## config.mk

```make
export PLATFORM = sky130hd
export DESIGN_NAME = priority_grant_scheduler_flat
export DESIGN_NICKNAME = d
export VERILOG_FILES = /design/src/rtl/priority_grant_scheduler_pkg.sv /design/src/rtl/priority_grant_scheduler_if.sv /design/src/rtl/digit_to_7seg.sv /design/src/rtl/priority_grant_scheduler.sv /design/src/flat_wrapper.sv
export SDC_FILE = /design/constraint.sdc
export NUM_CORES = 1
export LEC_CHECK = 0
export ABC_AREA = 1
export CELL_PAD_IN_SITES_DETAIL_PLACEMENT = 1
export CELL_PAD_IN_SITES_GLOBAL_PLACEMENT = 1
export CORE_MARGIN = 2
export CORE_UTILIZATION = 39
export CTS_CLUSTER_SIZE = 16
export DETAILED_ROUTE_END_ITERATION = 16
export MAX_ROUTING_LAYER = met4
export PLACE_DENSITY = 0.88
export SLEW_MARGIN = 15
export SYNTH_ARGS = -nofsm -noshare
export SYNTH_HDL_FRONTEND = slang
export SYNTH_HIERARCHICAL = 1
export SYNTH_SLANG_ARGS = --single-unit
export TNS_END_PERCENT = 100
```

## constraint.sdc

```tcl
create_clock -name clk -period 3.5 [get_ports clk]
set_clock_uncertainty 0.05 [all_clocks]
set_input_delay 0.525 -clock clk [delete_from_list [all_inputs] [get_ports clk]]
set_output_delay 0.525 -clock clk [all_outputs]
set_load 0.005 [all_outputs]
```

## src/rtl/priority_grant_scheduler_pkg.sv

```systemverilog
// Shared types and constants for the priority grant scheduler:
// FSM encoding, default hold time, 7-segment table and winner selection.
package priority_grant_scheduler_pkg;

  typedef enum logic [1:0] {
    ST_IDLE    = 2'd0,
    ST_GRANT   = 2'd1,
    ST_RELEASE = 2'd2
  } state_t;

  localparam int unsigned HOLD_CYCLES_DEFAULT = 4;

  // gfedcba codes, element i is the pattern for digit i
  localparam logic [7:0][6:0] SEG_TABLE = {
    7'b0000111,  // 7
    7'b1111101,  // 6
    7'b1101101,  // 5
    7'b1100110,  // 4
    7'b1001111,  // 3
    7'b1011011,  // 2
    7'b0000110,  // 1
    7'b0111111   // 0
  };

  // Fixed mode: highest set index. Round-robin: first set index at or above ptr, wrapping.
  function automatic logic [2:0] pick_winner(input logic [7:0] pend,
                                             input logic       rr,
                                             input logic [2:0] ptr);
    logic [2:0] w;
    logic [2:0] j;
    logic       found;
    w     = '0;
    j     = '0;
    found = 1'b0;
    if (!rr) begin
      for (int unsigned i = 0; i < 8; i++) begin
        if (pend[i]) w = 3'(i);
      end
    end else begin
      for (int unsigned k = 0; k < 8; k++) begin
        j = ptr + 3'(k);
        if (!found && pend[j]) begin
          w     = j;
          found = 1'b1;
        end
      end
    end
    return w;
  endfunction

endpackage

```

## src/rtl/priority_grant_scheduler_if.sv

```systemverilog
// Request/grant bundle between requesters (master) and the scheduler (slave).
interface priority_grant_scheduler_if;
  logic [7:0] req;
  logic       rr_mode;
  logic [7:0] grant;
  logic       grant_valid;
  logic [7:0] ack;
  logic [6:0] segments;
  logic       none;

  modport master (
    output req, rr_mode,
    input  grant, grant_valid, ack, segments, none
  );

  modport slave (
    input  req, rr_mode,
    output grant, grant_valid, ack, segments, none
  );
endinterface

```

## src/rtl/digit_to_7seg.sv

```systemverilog
// Combinational 3-bit index to 7-segment (gfedcba) decoder.
module digit_to_7seg
  import priority_grant_scheduler_pkg::*;
(
  input  logic [2:0] digit,
  output logic [6:0] segments
);
  assign segments = SEG_TABLE[digit];
endmodule

```

## src/rtl/priority_grant_scheduler.sv

```systemverilog
// Eight-way request scheduler: latches requests into a pending set, grants one
// index for HOLD_CYCLES, then acks it for one cycle before re-arbitrating.
module priority_grant_scheduler
  import priority_grant_scheduler_pkg::*;
#(
  parameter int unsigned HOLD_CYCLES = HOLD_CYCLES_DEFAULT
) (
  input  logic                          clk,
  input  logic                          rst,
  priority_grant_scheduler_if.slave     bus
);

  state_t     state;
  logic [7:0] pending;
  logic [2:0] rr_ptr;
  logic [2:0] idx;
  logic [7:0] cnt;
  logic [7:0] grant_q;
  logic       gv_q;
  logic [7:0] ack_q;
  logic [2:0] winner;
  logic [6:0] seg_raw;

  always_comb begin
    winner = '0;
    winner = pick_winner(pending, bus.rr_mode, rr_ptr);
  end

  always_ff @(posedge clk) begin
    if (rst) begin
      state   <= ST_IDLE;
      pending <= '0;
      rr_ptr  <= '0;
      idx     <= '0;
      cnt     <= '0;
      grant_q <= '0;
      gv_q    <= 1'b0;
      ack_q   <= '0;
    end else begin
      ack_q <= '0;
      unique case (state)
        ST_IDLE: begin
          pending <= pending | bus.req;
          if (pending != '0) begin
            idx     <= winner;
            cnt     <= 8'(HOLD_CYCLES);
            grant_q <= 8'b1 << winner;
            gv_q    <= 1'b1;
            state   <= ST_GRANT;
          end
        end
        ST_GRANT: begin
          pending <= pending | bus.req;
          cnt     <= cnt - 8'd1;
          if (cnt == 8'd1) begin
            grant_q <= '0;
            gv_q    <= 1'b0;
            ack_q   <= 8'b1 << idx;
            state   <= ST_RELEASE;
          end
        end
        ST_RELEASE: begin
          // OR-ing req after the clear lets a same-cycle request keep the bit
          pending <= (pending & ~(8'b1 << idx)) | bus.req;
          rr_ptr  <= idx + 3'd1;
          state   <= ST_IDLE;
        end
        default: state <= ST_IDLE;
      endcase
    end
  end

  digit_to_7seg u_seg (
    .digit    (idx),
    .segments (seg_raw)
  );

  assign bus.grant       = grant_q;
  assign bus.grant_valid = gv_q;
  assign bus.ack         = ack_q;
  assign bus.segments    = gv_q ? seg_raw : '0;
  assign bus.none        = ~gv_q;

endmodule
```

## src/flat_wrapper.sv

```systemverilog
// flat-port wrapper written by rule: the top's interface ports become plain ports
module priority_grant_scheduler_flat import priority_grant_scheduler_pkg::*;
#(
  parameter int unsigned HOLD_CYCLES = HOLD_CYCLES_DEFAULT
)
  (clk, rst, bus_req, bus_rr_mode, bus_grant, bus_grant_valid, bus_ack, bus_segments, bus_none);
  priority_grant_scheduler_if bus_i ();
  input  logic clk;
  input  logic rst;
  input wire logic [$bits(bus_i.req)-1:0] bus_req;
  input wire logic [$bits(bus_i.rr_mode)-1:0] bus_rr_mode;
  output wire logic [$bits(bus_i.grant)-1:0] bus_grant;
  output wire logic [$bits(bus_i.grant_valid)-1:0] bus_grant_valid;
  output wire logic [$bits(bus_i.ack)-1:0] bus_ack;
  output wire logic [$bits(bus_i.segments)-1:0] bus_segments;
  output wire logic [$bits(bus_i.none)-1:0] bus_none;
  assign bus_i.req = bus_req;
  assign bus_i.rr_mode = bus_rr_mode;
  assign bus_grant = bus_i.grant;
  assign bus_grant_valid = bus_i.grant_valid;
  assign bus_ack = bus_i.ack;
  assign bus_segments = bus_i.segments;
  assign bus_none = bus_i.none;
  priority_grant_scheduler #(.HOLD_CYCLES(HOLD_CYCLES)) u_core (.clk(clk), .rst(rst), .bus(bus_i));
endmodule
```

==> flow_summary_export.csv, run 1 <==
group,metric,value,unit
synthesis,synth_area_leaders,"dfxtp_1, nand2_1, ha_1",
power,peakVddDrop,0.000266,V
final_layout,diodes,0,
drt,avgViaCountPerCell,5.09,
timing,worst_pin_slew,0.551,ns
power,p_int,0.953,mW
synthesis,ys_ff_latch,41,
clock_tree,holdBufCountCts,0,
clock_tree,clockBufferDepth,2,
clock_tree,cts_buffers,5,
synthesis,synthArstFlopShare,0,
die,start_util,0.404,
power,power,1.43,mW
drt,ant_nets,0,
worst_setup_path,crit_path_start_kind,"register",
timing,finalCritPeriodShare,0.877,
synthesis,synthesis.area,2740,µm²
power,clkPwrFrac,0.321,
worst_setup_path,crit_path_max_fanout,16,
power,p_comb_frac,0.295,
drt,drcViolationCount,0,
job,cap_violations,0,
clock_tree,cts_tree,"built",
worst_setup_path,crit_family,"simple AND/OR/NAND/NOR gates",
timing,period_minus_slack,3.07,ns
die,die-area,7720,µm²
timing,rsz0062_at_grt,"false",
drt,drt_first_pass_iters,4,
timing,maxSlewViolCount,0,
placement,io_buffers,35,
outcome,outcome,"finished clean",
grt,grt_pass1_wl,12.9,mm
worst_setup_path,critPathCaptureType,"register",
timing,hold_viol,0,
final_layout,synthToLayoutAreaGrowth,20.3,%
final_layout,n_fill_cell,887,
grt,overflow,0,
clock_tree,cts.htree.levels,2,
clock_tree,cts.sinks,41,
grt,antenna_found_initial,0,
synthesis,syn_avg_cell_area,6.89,µm²
placement,placed_cell_area,3160,µm²
worst_setup_path,cpPeakStageDelay,0.57,ns
synthesis,synth_edf_count,0,
power,leakagePower,1.49,nW
die,core,6790,µm²
synthesis,ys_seq_area_frac,0.299,
placement,place.gp.congestion,0.896,
clock_tree,cts_resized,0,
placement,dp_hpwl,5.93,mm
power,swShare,0.335,
timing,setup_tns,0,ns
synthesis,synth_cells,398,
grt,grt_pass1_vias,2749,
synthesis,synth.distinct_cells,42,
synthesis,yosys_most_used_dff,"dfxtp_1",
power,power_density,434,nW/µm²
worst_setup_path,cp_data_required_time,3.67,ns
worst_setup_path,critPathKind,"reg2reg",
die,rows,30,
power,seqPwrFrac,0.384,
worst_setup_path,worst_path_max_delay_cell,"dfxtp_1",
final_layout,final_nets,458,
grt,track_usage,0.215,
worst_setup_path,critical_path_buf_inv_count,2,
final_layout,drive_above_1_share,0.130,
die,ios,36,
worst_setup_path,arrival,3.24,ns
clock_tree,clkTransAtPathRegs,0.09,ns
drt,wl_per_cell,14.4,µm
worst_hold_path,hp-class,"reg2reg",
synthesis,synth_fp_nets,425,
clock_tree,clk-insertion-delay-late,0.29,ns
timing,fmax,326,MHz
drt,num_vias,2690,
grt,grt_max_degree,26,
die,fp.dieH,87.9,µm
worst_setup_path,path_cells,"inv_4 > ha_1 > inv_1 > nand3_1 > nand3_2 > nand2_4 > nor2_8 > nand4_2 > nor2_4 > nand4_1 > nand4_1 > nand2_2 > nor2_2 > nand3_1 > a21oi_1",
synthesis,ys_warn_count,6,
power,p_sw,0.480,mW
final_layout,final_area,3300,µm²
timing,setup_viol,0,
clock_tree,post_cts_buffers,0,
synthesis,synth_area_leader_cell,"dfxtp_1",
clock_tree,cts.root.buffer_cell,"clkbuf_8",
drt,finalWirelength,7.62,mm
synthesis,synth.top_cell.area_share,0.299,
drt,drt_iter0_drc,67,
die,die_w,87.9,µm
timing,slew_headroom,0.631,
[registers in the layout (all words and copies together) (netlist names)]
register	count
u_core/idx	3
u_core/bus.grant_valid	1
u_core/bus.grant	8
u_core/cnt	8
u_core/pending	8
u_core/rr_ptr	3
u_core/state	2
u_core/bus.ack	8
[metrics by stage]
| stage | util | worst slack (ns) | hold WS, ns | instances |
|---|---|---|---|---|
| finish | 0.486 | 0.431 | 0.429 | 528 |
| global route | 0.486 | 0.126 | 0.445 | 528 |
| CTS | 0.486 | 0.423 | 0.430 | 528 |
| detailed placement | 0.465 | 0.453 | 0.416 | 520 |
| global placement | 0.465 | 0.588 | 0.408 | 520 |
| floorplan | - | 0.884 | 0.403 | 398 |
[placed cells by master, fill, tap and decap left out, types with 2 or more instances in the layout]
cell | netlist | final
o21ai_1 | 2 | 2
o21ai_0 | 17 | 17
clkbuf_8 | 0 | 5
nand2_4 | 4 | 4
nand3_1 | 31 | 31
nand2_2 | 9 | 9
nor2_2 | 5 | 5
nor2_1 | 35 | 35
inv_2 | 7 | 7
a211oi_1 | 2 | 2
nand4_1 | 10 | 10
ha_1 | 16 | 16
nor3_1 | 4 | 4
xor2_2 | 2 | 2
nor2_4 | 3 | 3
or2_2 | 2 | 2
bufinv_16 | 0 | 2
nand3_4 | 2 | 2
o31ai_1 | 2 | 2
inv_1 | 50 | 50
dfxtp_1 | 41 | 41
a21oi_1 | 30 | 30
nand2_1 | 92 | 92
clkdlybuf4s50_1 | 0 | 35
nand3_2 | 6 | 6
[worst register-to-register path: stages, from the launching register on]
cell and delay, ns:
dfxtp_1 0.57, inv_4 0.17, ha_1 0.43, inv_1 0.26
nand3_1 0.18, nand3_2 0.14, nand2_4 0.08, nor2_8 0.12
nand4_2 0.13, nor2_4 0.17, nand4_1 0.11, nand4_1 0.12
nand2_2 0.10, nor2_2 0.12, nand3_1 0.08, a21oi_1 0.17
[synth_stat cells (2+ instances only)]
cell type / instances
a211oi_1: 2
a21oi_1: 30
buf_2: 2
buf_6: 2
clkbuf_1: 5
dfxtp_1: 41
ha_1: 16
inv_1: 50
inv_2: 7
nand2_1: 92
nand2_2: 9
nand2_4: 4
nand3_1: 31
nand3_2: 6
nand3_4: 2
nand4_1: 10
nor2_1: 35
nor2_2: 5
nor2_4: 3
nor3_1: 4
o21ai_0: 17
o21ai_1: 2
o31ai_1: 2
or2_2: 2
xor2_2: 2
[final cells by class]
type                            instances  area (µm²)  share of cell area
Clock inverter                          3        68.8              0.0209
Sequential cell                        41         821               0.249
Timing Repair Buffer                   36         358               0.108
Tap cell                               96         120              0.0364
Multi-Input combinational cell        288        1640               0.497
Clock buffer                            5        68.8              0.0209
Inverter                               59         224              0.0679
[power groups by stage]
stage / combinational (mW) / sequential [mW] / clock, mW
after detailed placement: 0.419 / 0.560 / 0
after CTS: 0.426 / 0.550 / 0.468
after global routing: 0.480 / 0.557 / 0.483
final: 0.423 / 0.550 / 0.460
after global placement: 0.400 / 0.557 / 0
after floorplan: 0.296 / 0.541 / 0
[path summary, 6_finish.rpt]
| path | end | startpoint | slack [ns] | cells past startpoint |
|---|---|---|---|---|
| hold / removal | u_core/bus.grant[5] | u_core/bus.grant[5] | 0.43 | 2 |
| setup / recovery | u_core/bus.grant[2] | u_core/rr_ptr[0] | 0.43 | 15 |
| hold reg to reg | u_core/bus.grant[5] | u_core/bus.grant[5] | 0.43 | 2 |
| setup reg to reg | u_core/bus.grant[2] | u_core/rr_ptr[0] | 0.43 | 15 |
[cells by family (layout without fill, tap and decap cells)]
| logic type | after synthesis | count (layout) | synth area share |
|---|---|---|---|
| AOI/OAI and AO/OA | 63 | 63 | 0.135 |
| adders and majority gates | 16 | 16 | 0.0730 |
| xor gates and xnor gates | 3 | 3 | 0.0151 |
| DFF | 41 | 41 | 0.299 |
| and+or+nand+nor | 206 | 206 | 0.375 |
| buffers and inverters | 69 | 103 | 0.103 |
[layer usage]
metal / GRT usage / vias up / part of all wire
li1: - / 1351 / -
met3: 0.0302 / 10 / 0.018
met1: 0.268 / 1301 / 0.47
met4: 0.0573 / 0 / 0.015
met5: - / - / 0
met2: 0.365 / 28 / 0.50
(Power assumes the default switching activity.)
==> run 2, diff against run 1 <==
CORE_UTILIZATION = 36   (was 39)
PLACE_DENSITY = 0.86   (was 0.88)
clock period = 2.6 ns   (was 3.5 ns; I/O delays follow)
==> flow_summary_export.csv, run 2 (synthesized netlist as in run 1, its figures left out) <==
group,metric,value,unit
die,rows,31,
placement,dp_hpwl,6.03,mm
drt,avgViaCountPerCell,5.04,
drt,finalWirelength,7.81,mm
worst_setup_path,r2r_start,"u_core/rr_ptr[1]",
drt,drt_first_pass_iters,4,
clock_tree,clk-insertion-delay-late,0.29,ns
worst_setup_path,worst_path_max_delay_cell,"dfxtp_1",
worst_setup_path,path_cells,"inv_1 > ha_1 > nand2_1 > nand2_1 > nand2_1 > inv_1 > clkdlybuf4s50_1",
grt,grt_max_degree,25,
drt,drcViolationCount,0,
power,peakVddDrop,0.000326,V
grt,track_usage,0.195,
grt,grt_pass1_vias,2815,
drt,num_vias,2713,
clock_tree,cts.sinks,41,
clock_tree,clockBufferDepth,2,
die,ios,36,
grt,grt_pass1_wl,13.0,mm
drt,drt_iter0_drc,90,
final_layout,drive_above_1_share,0.171,
drt,wl_per_cell,14.5,µm
final_layout,synthToLayoutAreaGrowth,24.0,%
placement,dp_slack,0.0485,ns
timing,fin_ws,0.165,ns
worst_setup_path,critPathCaptureType,"output port",
final_layout,final_cell_mix,"nand2_1, inv_1, dfxtp_1",
die,core,7330,µm²
timing,maxSlewViolCount,0,
die,fp.dieH,91.3,µm
worst_setup_path,critPathKind,"reg2out",
worst_setup_path,crit_path_max_fanout,7,
job,cap_violations,0,
clock_tree,holdBufCountCts,0,
timing,hold_viol,0,
die,die-area,8330,µm²
clock_tree,cts.root.buffer_cell,"clkbuf_8",
drt,ant_nets,0,
clock_tree,clkTransAtPathRegs,0.07,ns
clock_tree,cts_tree,"built",
worst_setup_path,cpMostUsedCell,"nand2_1",
die,die_w,91.3,µm
placement,io_buffers,35,
timing,worst_pin_slew,0.594,ns
placement,place.gp.congestion,0.874,
timing,setup_viol,0,
worst_hold_path,hold_start,"u_core/bus.grant[4]",
final_layout,final_common_cell,"nand2_1",
timing,slew_headroom,0.602,
power,leakagePower,1.52,nW
worst_hold_path,holdPathEnd,"u_core/bus.grant[4]",
worst_hold_path,holdPathStages,2,
timing,finalCritPeriodShare,0.936,
clock_tree,cts_buffers,5,
die,start_util,0.374,
grt,antenna_found_initial,0,
worst_setup_path,crit_path_start_kind,"register",
clock_tree,cts.htree.levels,2,
worst_hold_path,hp-class,"reg2reg",
worst_setup_path,arrival,1.99,ns
grt,overflow,0,
worst_setup_path,reg2reg_slack,0.20,ns
worst_setup_path,r2r-end,"u_core/bus.grant[0]",
worst_setup_path,reg2regPathDepth,19,
final_layout,final_nets,467,
timing,whs,0.424,ns
worst_setup_path,cpPeakStageDelay,0.50,ns
timing,fmax,411,MHz
worst_setup_path,cp_data_required_time,2.16,ns
timing,period_minus_slack,2.43,ns
final_layout,diodes,0,
outcome,outcome,"finished clean",
power,power_density,503,nW/µm²
worst_setup_path,startpoint,"u_core/idx[0]",
-- run 2: critical path: cells and delay by family (launching register included) --
family        cells  cell delay (ns)
flops             1             0.50
simple gates      3             0.19
fa+ha+maj         1             0.30
buf+inv           3             0.70
-- run 2: metal layers --
layer  routed length (µm)  vias up  GRT usage
met2                 4130       28      0.348
met5                    0        -          -
met3                  181        4     0.0307
met4                   36        0     0.0480
li1                     -     1370          -
met1                 3470     1311      0.229
-- run 2: layout make-up --
class                   instances  area [µm²]
fillers                       934        3930
multi-input cells             288        1720
flip-flops and latches         41         827
repair buffers                 45         433
inverters                      59         226
well taps                      99         124
clock buffers                   5        68.8
clock inverters                 1        5.00
-- run 2: worst max path at each step --
stage | to | slack, ns | depth (start not counted)
6_report | bus_segments[3] | 0.17 | 7
5_1_grt | u_core/bus.grant[0] | -0.02 | 17
4_1_cts | u_core/bus.grant[1] | 0.04 | 17
3_5_place_dp | u_core/bus.grant[1] | 0.05 | 17
3_3_place_gp | u_core/bus.grant[1] | 0.18 | 17
2_1_floorplan | u_core/bus.grant[1] | 0.06 | 19
-- run 2: timing repair --
| item | 4_1_cts | 5_1_grt |
|---|---|---|
| buffers inserted | 0 | 1 |
| resized for setup | 0 | 20 |
| endpoints found under the setup margin | 0 | 8 |
| endpoints found under the hold margin | 0 | 0 |
-- run 2: per-stage QoR --
| stage | power, mW | instance area, µm² | util | instances | TNS [ns] |
|---|---|---|---|---|---|
| 2_1_floorplan | 1.13 | 2740 | - | 398 | 0 |
| 3_3_place_gp | 1.30 | 3230 | 0.440 | 531 | 0 |
| 3_5_place_dp | 1.33 | 3230 | 0.440 | 531 | 0 |
| 4_1_cts | 1.71 | 3300 | 0.450 | 537 | 0 |
| 5_1_grt | 1.84 | 3400 | 0.464 | 538 | -0.0403 |
| 6_report | 1.71 | 3400 | 0.464 | 538 | 0 |
-- run 2: power by group --
group,internal [mW],switching [mW],total (mW)
Sequential,0.675,0.0568,0.732
Clock,0.177,0.204,0.381
Combinational,0.236,0.363,0.599
